===== src/rtl/multicycle_controller.sv =====
// Multicycle control FSM: sequences FETCH/DECODE/EXECUTE/MEM/WB on a shared
// memory and ALU, with a memory-ready handshake and illegal-opcode detection.
module multicycle_controller #(
  parameter int OP_W    = 6,
  parameter int ALUOP_W = 2,
  parameter bit MEM_HS  = 1'b1
) (
  input  logic               clk,
  input  logic               rst_n,
  input  logic [OP_W-1:0]    opcode,
  input  logic               mem_ready,
  output logic               pc_write,
  output logic               pc_write_br,
  output logic [1:0]         pc_src,
  output logic               i_or_d,
  output logic               mem_read,
  output logic               mem_write,
  output logic               ir_write,
  output logic               reg_write,
  output logic               reg_dst,
  output logic               mem_to_reg,
  output logic               alu_src_a,
  output logic [1:0]         alu_src_b,
  output logic [ALUOP_W-1:0] alu_op,
  output logic               illegal_op,
  output logic [3:0]         state_o,
  output logic [2:0]         cyc_cnt
);

  typedef enum logic [3:0] {
    S_IDLE   = 4'd0,
    S_FETCH  = 4'd1,
    S_DECODE = 4'd2,
    S_MADDR  = 4'd3,
    S_MREAD  = 4'd4,
    S_MWB    = 4'd5,
    S_MWRITE = 4'd6,
    S_REXEC  = 4'd7,
    S_RWB    = 4'd8,
    S_BEQ    = 4'd9,
    S_IEXEC  = 4'd10,
    S_IWB    = 4'd11,
    S_JMP    = 4'd12
  } state_t;

  localparam logic [ALUOP_W-1:0] ALU_ADD = ALUOP_W'(0);
  localparam logic [ALUOP_W-1:0] ALU_SUB = ALUOP_W'(1);
  localparam logic [ALUOP_W-1:0] ALU_FN  = ALUOP_W'(2);

  state_t               r_state;
  state_t               w_next;
  logic [2:0]           r_cnt;
  logic                 r_is_sw;
  logic                 r_pc_jmp;
  logic                 r_pc_write_br;
  logic [1:0]           r_pc_src;
  logic                 r_i_or_d;
  logic                 r_mem_read;
  logic                 r_mem_write;
  logic                 r_reg_write;
  logic                 r_reg_dst;
  logic                 r_mem_to_reg;
  logic                 r_alu_src_a;
  logic [1:0]           r_alu_src_b;
  logic [ALUOP_W-1:0]   r_alu_op;

  logic        w_rdy;
  logic [31:0] w_opx;
  logic        w_op_r;
  logic        w_op_i;
  logic        w_op_beq;
  logic        w_op_lw;
  logic        w_op_sw;
  logic        w_op_j;
  logic        w_legal;
  logic        w_fetch_go;

  assign w_rdy    = MEM_HS ? mem_ready : 1'b1;
  assign w_opx    = 32'(opcode);
  assign w_op_r   = (w_opx == 32'd0);
  assign w_op_i   = (w_opx == 32'd8);
  assign w_op_beq = (w_opx == 32'd4);
  assign w_op_lw  = (w_opx == 32'd35);
  assign w_op_sw  = (w_opx == 32'd43);
  assign w_op_j   = (w_opx == 32'd2);
  assign w_legal  = w_op_r | w_op_i | w_op_beq |
                    w_op_lw | w_op_sw | w_op_j;

  always_comb begin
    w_next = r_state;
    unique case (r_state)
      S_IDLE:   w_next = S_FETCH;
      S_FETCH:  if (w_rdy) w_next = S_DECODE;
      S_DECODE: begin
        unique case (1'b1)
          w_op_r:            w_next = S_REXEC;
          w_op_i:            w_next = S_IEXEC;
          w_op_beq:          w_next = S_BEQ;
          w_op_lw, w_op_sw:  w_next = S_MADDR;
          w_op_j:            w_next = S_JMP;
          default:           w_next = S_FETCH;
        endcase
      end
      S_MADDR:  w_next = r_is_sw ? S_MWRITE : S_MREAD;
      S_MREAD:  if (w_rdy) w_next = S_MWB;
      S_MWRITE: if (w_rdy) w_next = S_FETCH;
      S_REXEC:  w_next = S_RWB;
      S_IEXEC:  w_next = S_IWB;
      S_MWB, S_RWB, S_IWB,
      S_BEQ, S_JMP: w_next = S_FETCH;
      default:  w_next = S_IDLE;
    endcase
  end

  // Outputs are decoded from the next state so they line up with r_state.
  always_ff @(posedge clk) begin
    if (!rst_n) begin
      r_state       <= S_IDLE;
      r_cnt         <= 3'd0;
      r_is_sw       <= 1'b0;
      r_pc_jmp      <= 1'b0;
      r_pc_write_br <= 1'b0;
      r_pc_src      <= 2'd0;
      r_i_or_d      <= 1'b0;
      r_mem_read    <= 1'b0;
      r_mem_write   <= 1'b0;
      r_reg_write   <= 1'b0;
      r_reg_dst     <= 1'b0;
      r_mem_to_reg  <= 1'b0;
      r_alu_src_a   <= 1'b0;
      r_alu_src_b   <= 2'd0;
      r_alu_op      <= ALU_ADD;
    end else begin
      r_state <= w_next;
      if (w_next == S_FETCH && r_state != S_FETCH)
        r_cnt <= 3'd0;
      else if (r_cnt != 3'd7)
        r_cnt <= r_cnt + 3'd1;
      if (r_state == S_DECODE)
        r_is_sw <= w_op_sw;
      r_pc_jmp      <= 1'b0;
      r_pc_write_br <= 1'b0;
      r_pc_src      <= 2'd0;
      r_i_or_d      <= 1'b0;
      r_mem_read    <= 1'b0;
      r_mem_write   <= 1'b0;
      r_reg_write   <= 1'b0;
      r_reg_dst     <= 1'b0;
      r_mem_to_reg  <= 1'b0;
      r_alu_src_a   <= 1'b0;
      r_alu_src_b   <= 2'd0;
      r_alu_op      <= ALU_ADD;
      unique case (w_next)
        S_FETCH: begin
          r_mem_read  <= 1'b1;
          r_alu_src_b <= 2'd1;
        end
        S_DECODE: r_alu_src_b <= 2'd3;
        S_MADDR, S_IEXEC: begin
          r_alu_src_a <= 1'b1;
          r_alu_src_b <= 2'd2;
        end
        S_MREAD: begin
          r_mem_read <= 1'b1;
          r_i_or_d   <= 1'b1;
        end
        S_MWB: begin
          r_reg_write  <= 1'b1;
          r_mem_to_reg <= 1'b1;
        end
        S_MWRITE: begin
          r_mem_write <= 1'b1;
          r_i_or_d    <= 1'b1;
        end
        S_REXEC: begin
          r_alu_src_a <= 1'b1;
          r_alu_op    <= ALU_FN;
        end
        S_RWB: begin
          r_reg_write <= 1'b1;
          r_reg_dst   <= 1'b1;
        end
        S_IWB: r_reg_write <= 1'b1;
        S_BEQ: begin
          r_alu_src_a   <= 1'b1;
          r_alu_op      <= ALU_SUB;
          r_pc_write_br <= 1'b1;
          r_pc_src      <= 2'd1;
        end
        S_JMP: begin
          r_pc_jmp <= 1'b1;
          r_pc_src <= 2'd2;
        end
        default: ;
      endcase
    end
  end

  assign w_fetch_go  = (r_state == S_FETCH) & w_rdy;
  assign pc_write    = r_pc_jmp | w_fetch_go;
  assign ir_write    = w_fetch_go;
  assign illegal_op  = (r_state == S_DECODE) & ~w_legal;
  assign pc_write_br = r_pc_write_br;
  assign pc_src      = r_pc_src;
  assign i_or_d      = r_i_or_d;
  assign mem_read    = r_mem_read;
  assign mem_write   = r_mem_write;
  assign reg_write   = r_reg_write;
  assign reg_dst     = r_reg_dst;
  assign mem_to_reg  = r_mem_to_reg;
  assign alu_src_a   = r_alu_src_a;
  assign alu_src_b   = r_alu_src_b;
  assign alu_op      = r_alu_op;
  assign state_o     = r_state;
  assign cyc_cnt     = r_cnt;

endmodule


===== config.mk =====
export PLATFORM = sky130hd
export DESIGN_NAME = multicycle_controller
export DESIGN_NICKNAME = d
export VERILOG_FILES = /design/src/rtl/multicycle_controller.sv
export SDC_FILE = /design/constraint.sdc
export NUM_CORES = 1
export LEC_CHECK = 0
export CORE_MARGIN = 2
export CORE_UTILIZATION = 42
export CTS_BUF_LIST = sky130_fd_sc_hd__clkbuf_8 sky130_fd_sc_hd__clkbuf_16
export CTS_CLUSTER_DIAMETER = 50
export DETAILED_ROUTE_END_ITERATION = 8
export PLACE_DENSITY_LB_ADDON = 0.25
export SYNTH_ARGS = -nofsm -noshare
export SYNTH_HDL_FRONTEND = slang
export SYNTH_SLANG_ARGS = --single-unit

===== constraint.sdc =====
create_clock -name clk -period 1.4 [get_ports clk]
set_input_delay 0.28 -clock clk [delete_from_list [all_inputs] [get_ports clk]]
set_output_delay 0.28 -clock clk [all_outputs]
set_load 0.01 [all_outputs]

==> reports/metrics.yaml <==
placed_area_mm2: 0.001700
core-area_mm2: 0.002522
cap_violations: 0
status: "complete, but fails checks"
num-nets-final: 209
arrival_ns: 1.45
routabilityCongestion: 0.8182
min_to: "alu_src_b[1]$_SDFF_PN0_"
setup_viol: 22
clock_latency_ns: 0.26
ys_seq_elements: 20
seqPwrFrac: 0.405
clock_path_buffers: 2
grt_pass1_vias: 1174
dp.cells: 205
routed-via-count: 1158
grt_overflow: 0
fin_area_mm2: 0.002064
period_share: 1.239
grt_max_degree: 12
post-route-min-period_ns: 1.734
die-area_mm2: 0.003128
rows: 18
fillers: 143
ios: 33
critPathTopFamily: "simple AND/OR/NAND/NOR gates"
max_freq_mhz: 576.6
cts_inserted_buffers: 3
io_buffers: 32
ys_seq_area_frac: 0.3536
async_flop_share: 0
final_layout_size_suffix_gt1_frac: 0.5431
firstDrtPassIters: 4
end_kind: "output port"
drv_slew: 0
grt_pass1_wl_um: 5347
vias_per_cell: 5.101
syn_area_per_cell_um2: 9.436
syn_to_final_growth_pct: 82.32
largest_reg_flops: 4
r2r_cells: 8
initialDrtViolationCount: 15
worstSetupPathType: "reg -> out"
p_total_mw: 1.489
rr_endpoint: "mem_read$_SDFF_PN0_"
grt_usage: 0.2140
synth_edf_count: 0
grt_antenna_before_repair: 0
worst_setup_path_start_kind: "flop"
leakagePower_nw: 1.073
rsz0062_at_grt: "true"
cts_sinks: 20
critPathSlowestCell: "or4b_4"
violations: "negative setup slack"
final_antenna_net_count: 0
rrSetupSlack_ns: -0.33
r2r-start: "state_o[1]$_SDFF_PN0_"
whs_path_depth: 4
ir_drop_v: 0.0009685
internal_power_mw: 1.091
cts_max_level: 1
start_util: 0.4489
dp_hpwl_um: 2076
syn-num-nets: 131
instances_no_fill: 227
synth_cell_types: 49
worst_clock_skew_ns: 0.003505
wl_per_cell_um: 15.23
synth_ff_type: "dfxtp_1"
finalSetupTns_ns: -5.629
hp-class: "in -> reg"
yosysWarnings: 0
wl_um: 3458
path_cells: "or4b_4 > a21oi_2 > buf_2"
die_h_um: 55.93
crit_required_ns: 1.12
die_w_um: 55.93
crit_path_max_fanout: 4
min-delay-start: "opcode[2]"
timing.final.ws_setup_ns: -0.3344
syn_inst: 120
hold_violations: 0
cts_tree: "done"
clk_pin_slew_ns: 0.07
tightestPinTransition_ns: 0.3665
root_buffer: "clkbuf_8"
switching_share: 0.2672
drc_errors: 0
path_buf_inv: 1
combPwrFrac: 0.302
syn_area_mm2: 0.001132
clkPwrFrac: 0.293
power.density_mw_per_mm2: 721.1
slew_headroom: 0.7549
postCtsHoldBufs: 0
antennaDiodeCount: 0
p_sw_uw: 397.9
max_stage_delay_ns: 0.58
-- power by group through the flow --
stage                     sequential (mW)  combinational, mW  clock [mW]
after floorplan                     0.627              0.159           0
final                               0.602              0.450       0.436
after detailed placement            0.616              0.344           0
after global routing                0.605              0.482       0.474
after global placement              0.614              0.337           0
after CTS                           0.602              0.397       0.436
-- metal layers --
layer,GRT usage,share of wire,vias to the layer above
met4,0.05102,0.011,0
li1,-,-,579
met2,0.3759,0.53,23
met3,0.04884,0.032,6
met5,0,0,-
met1,0.2655,0.42,550
-- worst max-delay path by stage --
stage                          startpoint                 endpoint  cells past startpoint
floorplan           state_o[0]$_SDFF_PN0_               illegal_op                      3
global placement                opcode[2]               illegal_op                      6
detailed placement              opcode[2]               illegal_op                      6
CTS                 state_o[1]$_SDFF_PN0_  alu_src_b[0]$_SDFF_PN0_                      7
global route        state_o[1]$_SDFF_PN0_      mem_read$_SDFF_PN0_                      8
finish              state_o[2]$_SDFF_PN0_               illegal_op                      3
-- worst register-to-register path: stages (launching register included) --
cell and delay, ns:
dfxtp_4 0.36, buf_6 0.13, buf_6 0.12, o21a_1 0.16
o21ai_1 0.13, and3_4 0.30, buf_4 0.15, xor2_2 0.13
and4b_1 0.20
-- what timing repair did --
action | 4_1_cts | 5_1_grt
gates resized for setup | 59 | 26
endpoints found under the setup margin | 33 | 33
pin swaps | 14 | 8
cloned | 1 | 0
buffers inserted | 10 | 8
-- final cells by class --
cell class              instances  area, um2  share of cell area
repair buffers                 84      754.5              0.3655
multi-input cells              87      799.5              0.3873
well taps                      30      37.54             0.01818
flip-flops and latches         20      410.4              0.1988
inverters                       2      7.507            0.003636
clock buffers                   4      55.05             0.02667
-- cell families (layout without fill, tap and decap cells) --
kind of cell	count (synthesis)	after routing	synth area share
flip-flops	20	20	0.3536
multiplexers	1	1	0.009944
AO/OA/AOI/OAI	26	26	0.1657
AND/OR/NAND/NOR	52	52	0.3171
buffers and inverters	13	90	0.08507
adder cells (fa/ha/maj)	2	2	0.02210
XOR/XNOR	6	6	0.04641
-- cells in the final DEF (no fill, tap or decap), types with 5 or more instances in the layout --
cell type / Yosys / routed
dfxtp_1: 20 / 16
dlymetal6s2s_1: 0 / 9
buf_6: 4 / 11
a21oi_2: 0 / 5
dlygate4sd2_1: 0 / 14
buf_4: 4 / 40
-- stage by stage --
stage / worst slack [ns] / utilization / hold WS [ns]
floorplan: -0.1293 / - / 0.4489
global placement: -0.7391 / 0.6741 / 0.5732
detailed placement: -0.8074 / 0.6741 / 0.6055
CTS: -0.3242 / 0.7644 / 0.6274
global route: -0.4344 / 0.8185 / 0.5967
finish: -0.3344 / 0.8185 / 0.5900
-- cell usage after synthesis (2+ instances only) --
cell,count,area share
and3_1,2,0.011
nand3_1,2,0.0088
buf_4,4,0.027
buf_6,4,0.040
and2_1,4,0.022
and2_2,2,0.013
buf_2,2,0.0088
nand2b_1,3,0.017
nor2b_1,2,0.011
o211ai_1,3,0.020
nor3_1,5,0.022
o21a_1,2,0.013
nor2_1,8,0.027
nand2_1,5,0.017
ha_1,2,0.022
nor3b_1,4,0.027
xor2_1,4,0.031
a21oi_1,6,0.027
dfxtp_1,20,0.35
xnor2_1,2,0.015
o21ai_0,5,0.022
nand4_1,2,0.011
Power figures use the tool's default switching activity.
